$ cat src/rtl/seq_controle_iterativo.sv
// Purpose: sequences the X/H/S register datapath through LOAD, a 4-step loop body
//   repeated n_iter times, FINAL and DONE. It adds run-time iteration count, abort,
//   busy, a sticky result_valid and a selectable done handshake.
// Latency: start accepted at edge 0 -> done high in cycle 4*n+3.
// Backpressure: none. start is sampled only in IDLE. With HOLD_DONE=1, DONE is held while start=1.
//
// Ports:
//   clk, rst          clock (rising edge), synchronous active-high reset
//   start             run request, sampled only in IDLE
//   abort             return to IDLE from any non-IDLE state (no done)
//   n_iter            loop count, latched on start acceptance
//   m0, m1, m2        datapath mux selects
//   ld_x, ld_h, ld_s  register load enables
//   h_sel             H-path enable
//   busy, done        status: busy outside IDLE, done in DONE
//   result_valid      set on DONE entry; cleared on start accept, abort or reset
//   iter_idx          0-based index of the current loop iteration
module seq_controle_iterativo #(
  parameter int ITER_W    = 4,
  parameter bit HOLD_DONE = 1'b0
) (
  input  logic              clk,
  input  logic              rst,
  input  logic              start,
  input  logic              abort,
  input  logic [ITER_W-1:0] n_iter,
  output logic [1:0]        m0,
  output logic [1:0]        m1,
  output logic [1:0]        m2,
  output logic              ld_x,
  output logic              ld_h,
  output logic              ld_s,
  output logic              h_sel,
  output logic              busy,
  output logic              done,
  output logic              result_valid,
  output logic [ITER_W-1:0] iter_idx
);

  typedef enum logic [2:0] {
    S_IDLE  = 3'd0,
    S_LOAD  = 3'd1,
    S_B0    = 3'd2,
    S_B1    = 3'd3,
    S_B2    = 3'd4,
    S_B3    = 3'd5,
    S_FINAL = 3'd6,
    S_DONE  = 3'd7
  } state_t;

  localparam logic [ITER_W-1:0] ITER_ONE  = ITER_W'(1);
  localparam logic [ITER_W-1:0] ITER_ZERO = '0;

  state_t            state_q, state_d;
  logic [ITER_W-1:0] iter_q, iter_d;
  logic [ITER_W-1:0] n_q, n_d;
  logic              rv_q, rv_d;

  // Exit compare uses n-1 so that n at the top of the range never needs
  // iter_idx to count up to n. The counter stops at n-1 and cannot wrap.
  // n_q is never 0 in B3 because LOAD skips the loop body when n=0.
  logic [ITER_W-1:0] last_idx;
  assign last_idx = n_q - ITER_ONE;

  always_ff @(posedge clk) begin
    if (rst) begin
      state_q <= S_IDLE;
      iter_q  <= ITER_ZERO;
      n_q     <= ITER_ZERO;
      rv_q    <= 1'b0;
    end else begin
      state_q <= state_d;
      iter_q  <= iter_d;
      n_q     <= n_d;
      rv_q    <= rv_d;
    end
  end

  // Next-state logic
  always_comb begin
    state_d = state_q;
    iter_d  = iter_q;
    n_d     = n_q;
    rv_d    = rv_q;

    if (state_q != S_IDLE && abort) begin
      // abort outranks every other transition, including the DONE exit.
      state_d = S_IDLE;
      rv_d    = 1'b0;
    end else begin
      unique case (state_q)
        S_IDLE: begin
          if (start) begin
            state_d = S_LOAD;
            n_d     = n_iter;
            iter_d  = ITER_ZERO;
            rv_d    = 1'b0;
          end
        end
        S_LOAD:  state_d = (n_q != ITER_ZERO) ? S_B0 : S_FINAL;
        S_B0:    state_d = S_B1;
        S_B1:    state_d = S_B2;
        S_B2:    state_d = S_B3;
        S_B3: begin
          if (iter_q == last_idx) begin
            state_d = S_FINAL;
          end else begin
            state_d = S_B0;
            iter_d  = iter_q + ITER_ONE;
          end
        end
        S_FINAL: begin
          state_d = S_DONE;
          rv_d    = 1'b1;
        end
        S_DONE: begin
          if (HOLD_DONE && start) begin
            state_d = S_DONE;
          end else begin
            state_d = S_IDLE;
          end
        end
        default: state_d = S_IDLE;
      endcase
    end
  end

  // Moore output decode
  always_comb begin
    m0    = 2'd0;
    m1    = 2'd0;
    m2    = 2'd0;
    ld_x  = 1'b0;
    ld_h  = 1'b0;
    ld_s  = 1'b0;
    h_sel = 1'b0;
    busy  = (state_q != S_IDLE);
    done  = (state_q == S_DONE);

    unique case (state_q)
      S_LOAD: begin
        ld_x = 1'b1;
        m1   = 2'd1;
      end
      S_B0: begin
        ld_s  = 1'b1;
        h_sel = 1'b1;
        m1    = 2'd1;
      end
      S_B1: begin
        ld_h  = 1'b1;
        h_sel = 1'b1;
        m0    = 2'd1;
        m2    = 2'd2;
      end
      S_B2: begin
        ld_s  = 1'b1;
        h_sel = 1'b1;
        m0    = 2'd2;
      end
      S_B3: begin
        ld_h = 1'b1;
        m1   = 2'd2;
        m2   = 2'd3;
      end
      S_FINAL: begin
        ld_s = 1'b1;
        m0   = 2'd3;
        m2   = 2'd3;
      end
      default: begin
        // IDLE and DONE drive no selects or enables.
      end
    endcase
  end

  assign result_valid = rv_q;
  assign iter_idx     = iter_q;

endmodule

$ cat config.mk
export PLATFORM = sky130hd
export DESIGN_NAME = seq_controle_iterativo
export DESIGN_NICKNAME = d
export VERILOG_FILES = /design/src/rtl/seq_controle_iterativo.sv
export SDC_FILE = /design/constraint.sdc
export NUM_CORES = 1
export LEC_CHECK = 0
export BUFFER_PORTS_ARGS = -buffer_cell sky130_fd_sc_hd__buf_2
export CAP_MARGIN = 15
export CORE_UTILIZATION = 40
export CTS_BUF_LIST = sky130_fd_sc_hd__clkbuf_4
export CTS_CLUSTER_DIAMETER = 30
export CTS_CLUSTER_SIZE = 40
export DETAILED_ROUTE_END_ITERATION = 6
export HOLD_SLACK_MARGIN = 0.06
export PLACE_DENSITY_LB_ADDON = 0.05
export SYNTH_ARGS = -nofsm -noshare
export SYNTH_HDL_FRONTEND = slang
export SYNTH_SLANG_ARGS = --single-unit
$ cat constraint.sdc
create_clock -name clk -period 5 [get_ports clk]
set_input_delay 1.5 -clock clk [delete_from_list [all_inputs] [get_ports clk]]
set_output_delay 1.5 -clock clk [all_outputs]
set_load 0.05 [all_outputs]
=== After elaboration in Yosys (flattened, before gate mapping) ===
Index checks and enable logic that the tools add are counted.

* Register bits: 12
* Bits of input ports: 8
* Word-level logic and storage cells: 48

* Add/sub/neg operators: 2
* Eq/ne operators: 10
* Multiplexer cells: 16
* Bitwise operators: 1
* Reduce and logical (&&, ||, !) cells: 15

{| class="wikitable"
|+ Operators by type and width
! cell !! count
|-
| case mux 3 bit (8 select lines) || 1
|-
| == test 3 bit, second input constant || 4
|-
| 2-to-1 mux 3 bit || 3
|-
| 2-to-1 mux 4 bit || 2
|-
| case mux 2 bit (2 select lines) || 2
|-
| case mux 4 bit (2 select lines) || 1
|-
| OR reduction 2 bit || 4
|-
| == test 3 x 2 -> 1 bit, second input constant || 2
|-
| case mux 2 bit (3 select lines) || 1
|-
| OR reduction 3 bit || 2
|-
| 2-to-1 mux 1 bit || 5
|-
| adder 4 x 1 -> 4 bit, second input constant || 1
|-
| == test 4 bit || 1
|-
| inequality test 2 bit, second input constant || 2
|-
| AND reduction 4 bit || 1
|-
| nonzero test 2 bit || 2
|-
| nonzero test 4 bit || 1
|-
| subtractor 4 x 1 -> 4 bit, second input constant || 1
|-
| == test 3 x 1 -> 1 bit, second input constant || 1
|-
| zero test 3 bit || 1
|-
| AND reduction 3 bit || 1
|-
| nonzero test 3 bit || 1
|-
| case mux 1 bit (2 select lines) || 1
|-
| AND reduction 2 bit || 1
|-
| 2 further kinds || 2
|}

=== Logic depth before layout (Yosys ltp) ===
Gate-level depths: netlist (run 1).

* Depth after elaboration: 4
* Depth in mapped cells: 7
* Gate-level depth less buffers: 7

=== Worst setup path after synthesis (run 1) ===
OpenSTA, ideal clock, no wires.

* Path type: reg2out
* Start: register state_q[2]
* End: output port m2[1]
* Data arrival time: 2.320 ns
* Required time: 3.500 ns
* Setup slack: 1.180 ns
* Cell stages (with the launch flop): 5
* Buffers on the path: 1
* Cell sequence: dfxtp_1 buf_2 nor2b_1 o21a_1 or2_1

* Word-level cells in the longest chain between the ends: 3

{| class="wikitable"
|+ RTL lines
! element !! line !! text
|-
| start: declaration || 54 || <nowiki>state_t state_q, state_d;</nowiki>
|-
| start signal: assignment || 72 || <nowiki>state_q <= state_d;</nowiki>
|-
| == test 3 bit || 140 || <nowiki>unique case (state_q)</nowiki>
|-
| OR reduction 2 bit (no source line) || n/a ||
|-
| case mux 2 bit (2 select lines) (*) || 140 ||
|-
| end: declaration || 29 || <nowiki>output logic [1:0] m2,</nowiki>
|}

Mark *: on every way between the ends. The rest lies on a longest branch, timed or not.

=== Worst setup path after layout (run 1) ===
Same ends and word-level chain as after synthesis.

==> results of run 1 <==
-- cells by family after synthesis --
kind of cell / after synthesis / share of synthesized area, %
multiplexers: 6 / 7.79
flip-flops: 12 / 31.2
AND/OR/NAND/NOR: 45 / 32.6
adder cells (fa/ha/maj): 3 / 4.87
buffers and inverters: 9 / 5.03
AO/OA/AOI/OAI: 14 / 12.8
XOR/XNOR: 5 / 5.68
-- critical path, delay by kind of cell (launching register included) --
family          cells  cell delay, ns
compound gates      1            0.18
buf+inv             1            0.25
flops               1            0.50
simple gates        2            0.39
-- registers in the layout, summed over array words and instances, names as in the netlist --
| register | cells |
|---|---|
| iter_idx | 4 |
| n_q | 4 |
| state_q | 3 |
| result_valid | 1 |
-- path summary, 6_finish.rpt --
| kind | startpoint | to | slack [ns] |
|---|---|---|---|
| min reg2reg | iter_idx[3]$_SDFFE_PP0P_ | iter_idx[3]$_SDFFE_PP0P_ | 0.52 |
| max reg2reg | n_q[0]$_SDFFE_PP0P_ | iter_idx[3]$_SDFFE_PP0P_ | 3.11 |
| max | state_q[2]$_SDFFE_PP0N_ | m2[1] | 1.91 |
| min | iter_idx[3]$_SDFFE_PP0P_ | iter_idx[3]$_SDFFE_PP0P_ | 0.52 |
-- area by class of cell --
cell class	instances	share of cell area [%]
Clock buffer	3	2.45
Clock inverter	1	0.408
Inverter	3	1.22
Multi-Input combinational cell	73	53.4
Sequential cell	12	26.1
Tap cell	25	3.40
Timing Repair Buffer	24	13.0
-- layer usage --
layer	vias to the layer above	wire (µm)	GRT usage, %
li1	364	-	-
met1	308	790	21.9
met2	17	659	26.2
met3	2	57	2.38
met4	0	12	8.82
met5	-	0	0
-- power breakdown --
| group | switching, mW | total (mW) | internal, mW |
|---|---|---|---|
| registers | 0.0120 | 0.114 | 0.102 |
| clock network | 0.0328 | 0.0616 | 0.0288 |
| logic | 0.0706 | 0.105 | 0.0342 |
-- cells in the mapped netlist, drive strengths merged --
master and instances:
xnor2 4, nand2 8, nand2b 4, a2111oi 1
nor4b 2, xor2 1, o31ai 2, inv 3
o21ai 5, mux2i 6, buf 3, nor3 1
or2 1, and2b 1, and2 1, a21oi 2
or3 1, nor2 14, or4b 1, a22oi 1
clkbuf 3, nand4 2, o21a 1, a211oi 1
nor2b 3, nor4 1, dfxtp 12, a21boi 1
ha 3, and3 5
==> qor.txt, run 1 <==
Status: finished clean
Mapped cell area: 771 µm²
Post-CTS Setup Inserts: 0
I/O Pins: 25
Clock Root Buffer: clkbuf_4
Iter 0 DRT Violations: 11
Synth area leaders: dfxtp_1, mux2i_1, nor2_1, ha_1, xnor2_1
DRT Wirelength: 1.52 mm
Synth area leader: dfxtp_1
Post-synthesis cell count: 94
FF/Latch Area: 240 µm²
Largest net degree at the start of global routing: 15
CORE AREA: 0.00176 mm²
Final worst path period need: 3.09 ns
Most frequent cells in the layout: buf_2, nor2_1, dfxtp_1
Via count: 691
Max incr delay on CP: 0.50 ns
Max-Cap Viols: 0
Worst path cell trace: nor2b_1 > o21a_1 > or2_1 > buf_2
H-tree depth: 1
Via density: 4.90
Final worst setup slack: 1.91 ns
Layout cells sized above 1: 28.4%
Placement Setup Slack: 2.16 ns
WL per Instance: 10.8 µm
GPL Wtd Cong: 0.757
Kind of start point of the critical path: flip-flop
Relative slew slack: 69.0%
Synth Net Count: 105
GRT overflow: 0
Post-synth cell types: 35
Slowest CP cell: dfxtp_1
Clock latency on the worst-skew pair: 0.27 ns
First-pass DRT Iterations: 3
Antenna cell count: 0
Hold slack: 0.521 ns
Max frequency: 324 MHz
Final slew viol count: 0
Seq/Total Area, Yosys: 31.2%
DIE WIDTH: 45.9 µm
Worst setup EP type: primary output
Power Total: 281 µW
Slew of the pin with the lowest slew margin: 0.464 ns
Placed cell areas: 895 µm²
Ys Warns: 0
Rows: 15
Multi-input gate area: 492 µm²
Clk slew on worst S/H paths: 0.07 ns
Number of antenna violations at the first check in global routing: 0
Worst Path Max Fanout: 12
Critical path type: reg -> out
Power per cell area: 305 mW/mm²
Worst VDD drop: 0.000151 V
Worst reg2reg path depth: 7
Fin util: 52.2%
Leakage: 0.440 nW
CTS buffer count: 3
Required @ worst endpoint: 3.50 ns
Port buffer count: 24
Synth top area share: 31.2%
Most common cell after layout, fill and taps aside: buf_2
HPWL after detailed placement: 1.15 mm
Synth-to-Final Area Change: 19.5%
Register bit count reported by yosys: 12
CTS tree: built
Cts hold-fix bufs: 0
Unrepaired setup endpoints after global routing: no
Tcrit/Tclk final: 61.8%
Fin. Hold Viols: 0
Clock buffer depth: 2
Avg Inst Size Synth: 8.20 µm²
GRT Resource Usage Total: 16.7%
Setup TNS: 0 ns
Antenna Nets Post-Route: 0
First-pass GRT wire length: 2.50 mm
Vias in the first global route: 592
Die ar.: 0.00211 mm²
Final cell count without fillers: 141
Final Cell Area: 921 µm²
# fillers: 186
Number of cells upsized or downsized after cts: 0
Final nets: 128
Clock Skews: 0.00331 ns
Sink Count: 12
WHS Path Cells: 2
Worst Hold Class: reg -> reg
Worst EP arrival: 1.59 ns
Starting Density: 43.7%
DRC viols: 0
Final setup vio count: 0
Cell total after placement: 137
Die height: 45.9 µm
Power figures use the tool's default switching activity.
==> inputs of run 2 (changes only) <==
- ABC_AREA: unset -> 1
- clock period: 5 -> 3.1 ns (I/O delays scaled with it)
==> qor.txt, run 2 <==
DRT Wirelength: 1.70 mm (was 1.52 mm)
GPL Wtd Cong: 0.773 (was 0.757)
Worst VDD drop: 0.000501 V (was 0.000151 V)
Port buffer count: 24 (unchanged)
Fin. Hold Viols: 0 (unchanged)
Worst setup EP type: primary output (unchanged)
Worst Setup SP: state_q[0]$_SDFFE_PP0N_ (was state_q[2]$_SDFFE_PP0N_)
DRC viols: 0 (unchanged)
Via count: 825 (was 691)
Number of cells upsized or downsized after cts: 0 (unchanged)
Number of antenna violations at the first check in global routing: 0 (unchanged)
Final setup vio count: 0 (unchanged)
Top_reg_cell synth: dfxtp_1 (unchanged)
GRT Resource Usage Total: 18.5% (was 16.7%)
Final nets: 160 (was 128)
First-pass DRT Iterations: 4 (was 3)
GRT overflow: 0 (unchanged)
Die ar.: 0.00222 mm² (was 0.00211 mm²)
Final Cell Area: 976 µm² (was 921 µm²)
Register bit count reported by yosys: 12 (unchanged)
Max incr delay on CP: 0.41 ns (was 0.50 ns)
I/O Pins: 25 (unchanged)
Final worst path period need: 2.50 ns
Leakage: 0.524 nW (was 0.440 nW)
Clk slew on worst S/H paths: 0.08 ns (was 0.07 ns)
Power per cell area: 768 mW/mm² (was 305 mW/mm²)
Setup TNS: 0 ns (unchanged)
Clock Skews: 0.00897 ns (was 0.00331 ns)
Clock buffer depth: 2 (unchanged)
Post-synth top cells: nand2_1, inv_1, dfxtp_1 (was nor2_1, dfxtp_1, nand2_1)
Post-synth cell types: 23 (was 35)
Mapped cell area: 815 µm² (was 771 µm²)
Sink Count: 12 (unchanged)
Worst Hold Class: reg -> reg (unchanged)
Max frequency: 399 MHz
Async set-reset flop share out of synthesis: 0% (unchanged)
Synth Net Count: 133 (was 105)
Status: finished clean (unchanged)
# fillers: 216 (was 186)
Min-Delay Startpoint: result_valid$_SDFFE_PP0P_ (was iter_idx[3]$_SDFFE_PP0P_)
CTS tree: built (unchanged)
Synth top area share: 29.5% (was 31.2%)
Final slew viol count: 0 (unchanged)
Clock latency on the worst-skew pair: 0.27 ns (about the same)
Most frequent cells in the layout: nand2_1, buf_2, inv_1 (was buf_2, nor2_1, dfxtp_1)
Max-Cap Viols: 0 (unchanged)
Slew of the pin with the lowest slew margin: 0.334 ns (was 0.464 ns)
Cts hold-fix bufs: 0 (unchanged)
Synth area leaders: dfxtp_1, nand2_1, inv_1, nand3_1, a21oi_1 (was dfxtp_1, mux2i_1, nor2_1, ha_1, xnor2_1)
Required @ worst endpoint: 2.17 ns (was 3.50 ns)
Worst path cell trace: or2_4 > or2_1 > o21ai_0 > buf_2 (was nor2b_1 > o21a_1 > or2_1 > buf_2)
Most common cell after layout, fill and taps aside: nand2_1 (was buf_2)
Iter 0 DRT Violations: 17 (was 11)
CTS buffer count: 3 (unchanged)
Reg2Reg Launch Point: n_q[0]$_SDFFE_PP0P_ (unchanged)
Clock Root Buffer: clkbuf_4 (unchanged)
Synth-to-Final Area Change: 19.8% (was 19.5%)
Top-count cell post-synth: nand2_1 (was nor2_1)
Starting Density: 44.7% (was 43.7%)
Layout cells sized above 1: 24.3% (was 28.4%)
Synth area leader: dfxtp_1 (unchanged)
Post-synthesis cell count: 122 (was 94)
Worst Path Max Fanout: 9 (was 12)
Critical path type: reg -> out (unchanged)
Post-synth EDFFs: 0 (unchanged)
Die height: 47.1 µm (was 45.9 µm)
Placed cell areas: 950 µm² (was 895 µm²)
HPWL after detailed placement: 1.38 mm (was 1.15 mm)
Antenna cell count: 0 (unchanged)
Largest net degree at the start of global routing: 12 (was 15)
Unrepaired setup endpoints after global routing: no (unchanged)
Rows: 15 (unchanged)
First-pass GRT wire length: 2.80 mm (was 2.50 mm)
Kind of start point of the critical path: flip-flop (unchanged)
Worst EP arrival: 1.57 ns (was 1.59 ns)
Tcrit/Tclk final: 80.8%
Post-CTS Setup Inserts: 0 (unchanged)
Relative slew slack: 77.7% (was 69.0%)
Vias in the first global route: 636 (was 592)
Avg Inst Size Synth: 6.68 µm² (was 8.20 µm²)
CORE AREA: 0.00182 mm² (was 0.00176 mm²)
Slowest CP cell: dfxtp_1 (unchanged)
DIE WIDTH: 47.1 µm (was 45.9 µm)
Seq/Total Area, Yosys: 29.5% (was 31.2%)
Antenna Nets Post-Route: 0 (unchanged)
H-tree depth: 1 (unchanged)
Via density: 4.77 (was 4.90)
WL per Instance: 9.84 µm (was 10.8 µm)
Ys Warns: 0 (unchanged)
==> run 2: final timing paths <==
kind                               endpoint  slack [ns]  depth (start not counted)
setup / recovery                      h_sel        0.60                          4
hold / removal    result_valid$_SDFFE_PP0P_        0.47                          2
setup reg to reg   iter_idx[1]$_SDFFE_PP0P_        1.48                         12
hold reg to reg   result_valid$_SDFFE_PP0P_        0.47                          2
==> run 2: power by group <==
group,total [mW],internal (mW),switching [mW],leakage [nW]
clock,0.0992,0.0466,0.0526,0.0154
combinational,0.434,0.120,0.314,0.410
sequential,0.216,0.181,0.0347,0.0983
total,0.749,0.348,0.402,0.524
==> run 2: logic make-up after synthesis <==
| kind of cell | synth area share (%) |
|---|---|
| AO/OA/AOI/OAI | 11.8 |
| XOR/XNOR | 2.15 |
| adder cells (fa/ha/maj) | 4.61 |
| buffers and inverters | 9.83 |
| flip-flops | 29.5 |
| AND/OR/NAND/NOR | 42.1 |
==> run 2: final cells by class <==
type	instances	area (µm²)	share of cell area, %
multi-input cells	91	494	50.6
flip-flops and latches	12	240	24.6
repair buffers	24	120	12.3
inverters	17	63.8	6.54
well taps	25	31.3	3.21
clock buffers	3	22.5	2.31
clock inverters	1	3.75	0.385
==> run 2: worst max-delay path, delay by kind of cell (launching register included) <==
family,cells,cell delay (ns)
compound gates,1,0.08
buf+inv,1,0.28
flops,1,0.41
simple gates,2,0.53
==> run 2: per-stage QoR <==
step | total power, mW | cells | setup WS [ns] | utilization, % | hold WS, ns
6_report | 0.749 | 173 | 0.597 | 53.6 | 0.471
5_1_grt | 0.814 | 173 | 0.484 | 53.6 | 0.514
4_1_cts | 0.760 | 173 | 0.572 | 53.6 | 0.475
3_5_place_dp | 0.657 | 169 | 0.883 | 52.2 | 0.459
3_3_place_gp | 0.654 | 169 | 0.909 | 52.2 | 0.454
2_1_floorplan | 0.582 | 122 | 0.443 | - | 0.495
==> run 2: per-layer routing <==
layer  share of wire (%)  GRT usage, %  vias to the layer above
li1                    -             -                      437
met1                  46          23.8                      366
met2                  49          29.2                       18
met3                 3.6          6.92                        4
met4                 1.0          5.14                        0
met5                   0             0                        -
==> inputs of run 3 (changes only) <==
- clock period: 3.1 -> 2.2 ns (I/O delays scaled with it)
==> qor.txt, run 3 (same netlist as run 2, synthesis figures left out) <==
Power per cell area: 1090 mW/mm² (was 768 mW/mm²)
# fillers: 195 (was 216)
Combinational share of power: 58.6% (was 57.9%)
Final Cell Area: 980 µm² (was 976 µm²)
Clock Skews: 0.00538 ns (was 0.00897 ns)
Hold Path Sink: result_valid$_SDFFE_PP0P_ (unchanged)
Kind of start point of the critical path: flip-flop (unchanged)
Leakage: 0.524 nW (about the same)
Via density: 4.67 (was 4.77)
Worst Hold Class: reg -> reg (unchanged)
Clock latency on the worst-skew pair: 0.27 ns (about the same)
DRC viols: 0 (unchanged)
H-tree depth: 1 (unchanged)
I/O Pins: 25 (unchanged)
Tcrit/Tclk final: 95.8%
Die height: 47.1 µm (unchanged)
Max frequency: 474 MHz
Final setup vio count: 0 (unchanged)
Cts hold-fix bufs: 0 (unchanged)
Cell internal pwr: 499 µW (was 348 µW)
Clock buffer depth: 2 (unchanged)
Iter 0 DRT Violations: 20 (was 17)
Status: finished clean (unchanged)
Psw: 568 µW (was 402 µW)
Largest net degree at the start of global routing: 12 (unchanged)
Antenna cell count: 0 (unchanged)
Worst setup EP type: primary output (unchanged)
Unrepaired setup endpoints after global routing: no (unchanged)
First-pass DRT Iterations: 4 (unchanged)
Reg2Reg Launch Point: n_q[0]$_SDFFE_PP0P_ (unchanged)
Worst R2R End: iter_idx[1]$_SDFFE_PP0P_ (unchanged)
Max incr delay on CP: 0.38 ns (was 0.41 ns)
Sw frac: 53.2% (was 53.6%)
Most frequent cells in the layout: nand2_1, buf_2, inv_1 (unchanged)
Antenna Nets Post-Route: 0 (unchanged)
WL per Instance: 10.0 µm (was 9.84 µm)
Vias in the first global route: 668 (was 636)
Worst EP arrival: 1.45 ns (was 1.57 ns)
Starting Density: 44.7% (unchanged)
Synth-to-Final Area Change: 20.3% (was 19.8%)
DRT Wirelength: 1.72 mm (was 1.70 mm)
GRT Resource Usage Total: 18.7% (was 18.5%)
Post-CTS Setup Inserts: 0 (unchanged)
Relative slew slack: 83.6% (was 77.7%)
Reg2Reg Setup Slack: 0.59 ns (was 1.48 ns)
Number of antenna violations at the first check in global routing: 0 (unchanged)
Hold slack: 0.481 ns (was 0.471 ns)
Min-Delay Startpoint: result_valid$_SDFFE_PP0P_ (unchanged)
HPWL after detailed placement: 1.36 mm (was 1.38 mm)
CORE AREA: 0.00182 mm² (unchanged)
WHS Path Cells: 2 (unchanged)
Setup TNS: 0 ns (unchanged)
Slowest CP cell: dfxtp_2 (was dfxtp_1)
CTS buffer count: 3 (unchanged)
Most common cell after layout, fill and taps aside: nand2_1 (unchanged)
Die ar.: 0.00222 mm² (unchanged)
Layout cells sized above 1: 25.9% (was 24.3%)
Rows: 15 (unchanged)
CTS tree: built (unchanged)
Clk slew on worst S/H paths: 0.08 ns (about the same)
Final slew viol count: 0 (unchanged)
Clock share of power: 12.6% (was 13.2%)
Fin. Hold Viols: 0 (unchanged)
DIE WIDTH: 47.1 µm (unchanged)
Sequential power share: 28.8% (about the same)
GPL Wtd Cong: 0.775 (was 0.773)
Port buffer count: 24 (unchanged)
Via count: 803 (was 825)
Final nets: 160 (unchanged)
Clock Root Buffer: clkbuf_4 (unchanged)
Worst reg2reg path depth: 12 (unchanged)
Max-Cap Viols: 0 (unchanged)
Worst VDD drop: 0.000873 V (was 0.000501 V)
Worst Path Max Fanout: 9 (unchanged)
Worst path cell trace: or2_4 > or2_1 > o21ai_1 > buf_4 (was or2_4 > or2_1 > o21ai_0 > buf_2)
Slew of the pin with the lowest slew margin: 0.245 ns (was 0.334 ns)
Number of cells upsized or downsized after cts: 2 (was 0)
Placed cell areas: 950 µm² (unchanged)
Required @ worst endpoint: 1.54 ns (was 2.17 ns)
Critical path type: reg -> out (unchanged)
First-pass GRT wire length: 2.90 mm (was 2.80 mm)
Sink Count: 12 (unchanged)
GRT overflow: 0 (unchanged)
Final worst path period need: 2.11 ns
run 3: how the worst max path moves through the flow:
stage                                  from  endpoint  slack (ns)  cells past startpoint
global route        state_q[1]$_SDFFE_PP0N_     m2[1]        0.01                      5
finish              state_q[0]$_SDFFE_PP0N_     h_sel        0.09                      4
detailed placement  state_q[0]$_SDFFE_PP0N_     h_sel        0.27                      4
floorplan           state_q[0]$_SDFFE_PP0N_     h_sel        0.15                      4
global placement    state_q[0]$_SDFFE_PP0N_     h_sel        0.29                      4
CTS                 state_q[0]$_SDFFE_PP0N_     h_sel        0.02                      4
run 3: final cells by class:
cell class | instances | area, µm² | area share [%]
multi-input cells | 91 | 494 | 50.4
inverters | 17 | 63.8 | 6.51
well taps | 25 | 31.3 | 3.19
flip-flops and latches | 12 | 243 | 24.8
repair buffers | 24 | 125 | 12.8
clock buffers | 3 | 22.5 | 2.30
run 3: layer usage:
| layer | share of wire, % | global-route usage (%) | vias up |
|---|---|---|---|
| li1 | - | - | 437 |
| met1 | 49 | 26.0 | 340 |
| met2 | 46 | 28.3 | 24 |
| met3 | 4.7 | 6.15 | 2 |
| met4 | 0.81 | 3.43 | 0 |
| met5 | 0 | 0 | - |
run 3: power by group through the flow:
stage / logic, mW / clock network, mW / registers [mW]
floorplan: 0.502 / 0 / 0.320
global placement: 0.616 / 0 / 0.308
detailed placement: 0.616 / 0 / 0.311
CTS: 0.627 / 0.141 / 0.306
global route: 0.688 / 0.149 / 0.318
finish: 0.625 / 0.134 / 0.308
run 3: per-stage QoR:
| step | power, mW | utilization (%) | instances | setup WS [ns] |
|---|---|---|---|---|
| final | 1.07 | 53.8 | 172 | 0.0924 |
| after global routing | 1.15 | 53.8 | 172 | 0.0128 |
| after CTS | 1.07 | 53.7 | 172 | 0.0216 |
| after detailed placement | 0.927 | 52.2 | 169 | 0.271 |
| after global placement | 0.924 | 52.2 | 169 | 0.286 |
| after floorplan | 0.823 | - | 122 | 0.150 |
run 3: worst max-delay path: cells and delay by family (launching register included):
family / cells / cell delay (ns)
compound gates: 1 / 0.08
flops: 1 / 0.38
simple gates: 2 / 0.52
buf+inv: 1 / 0.21
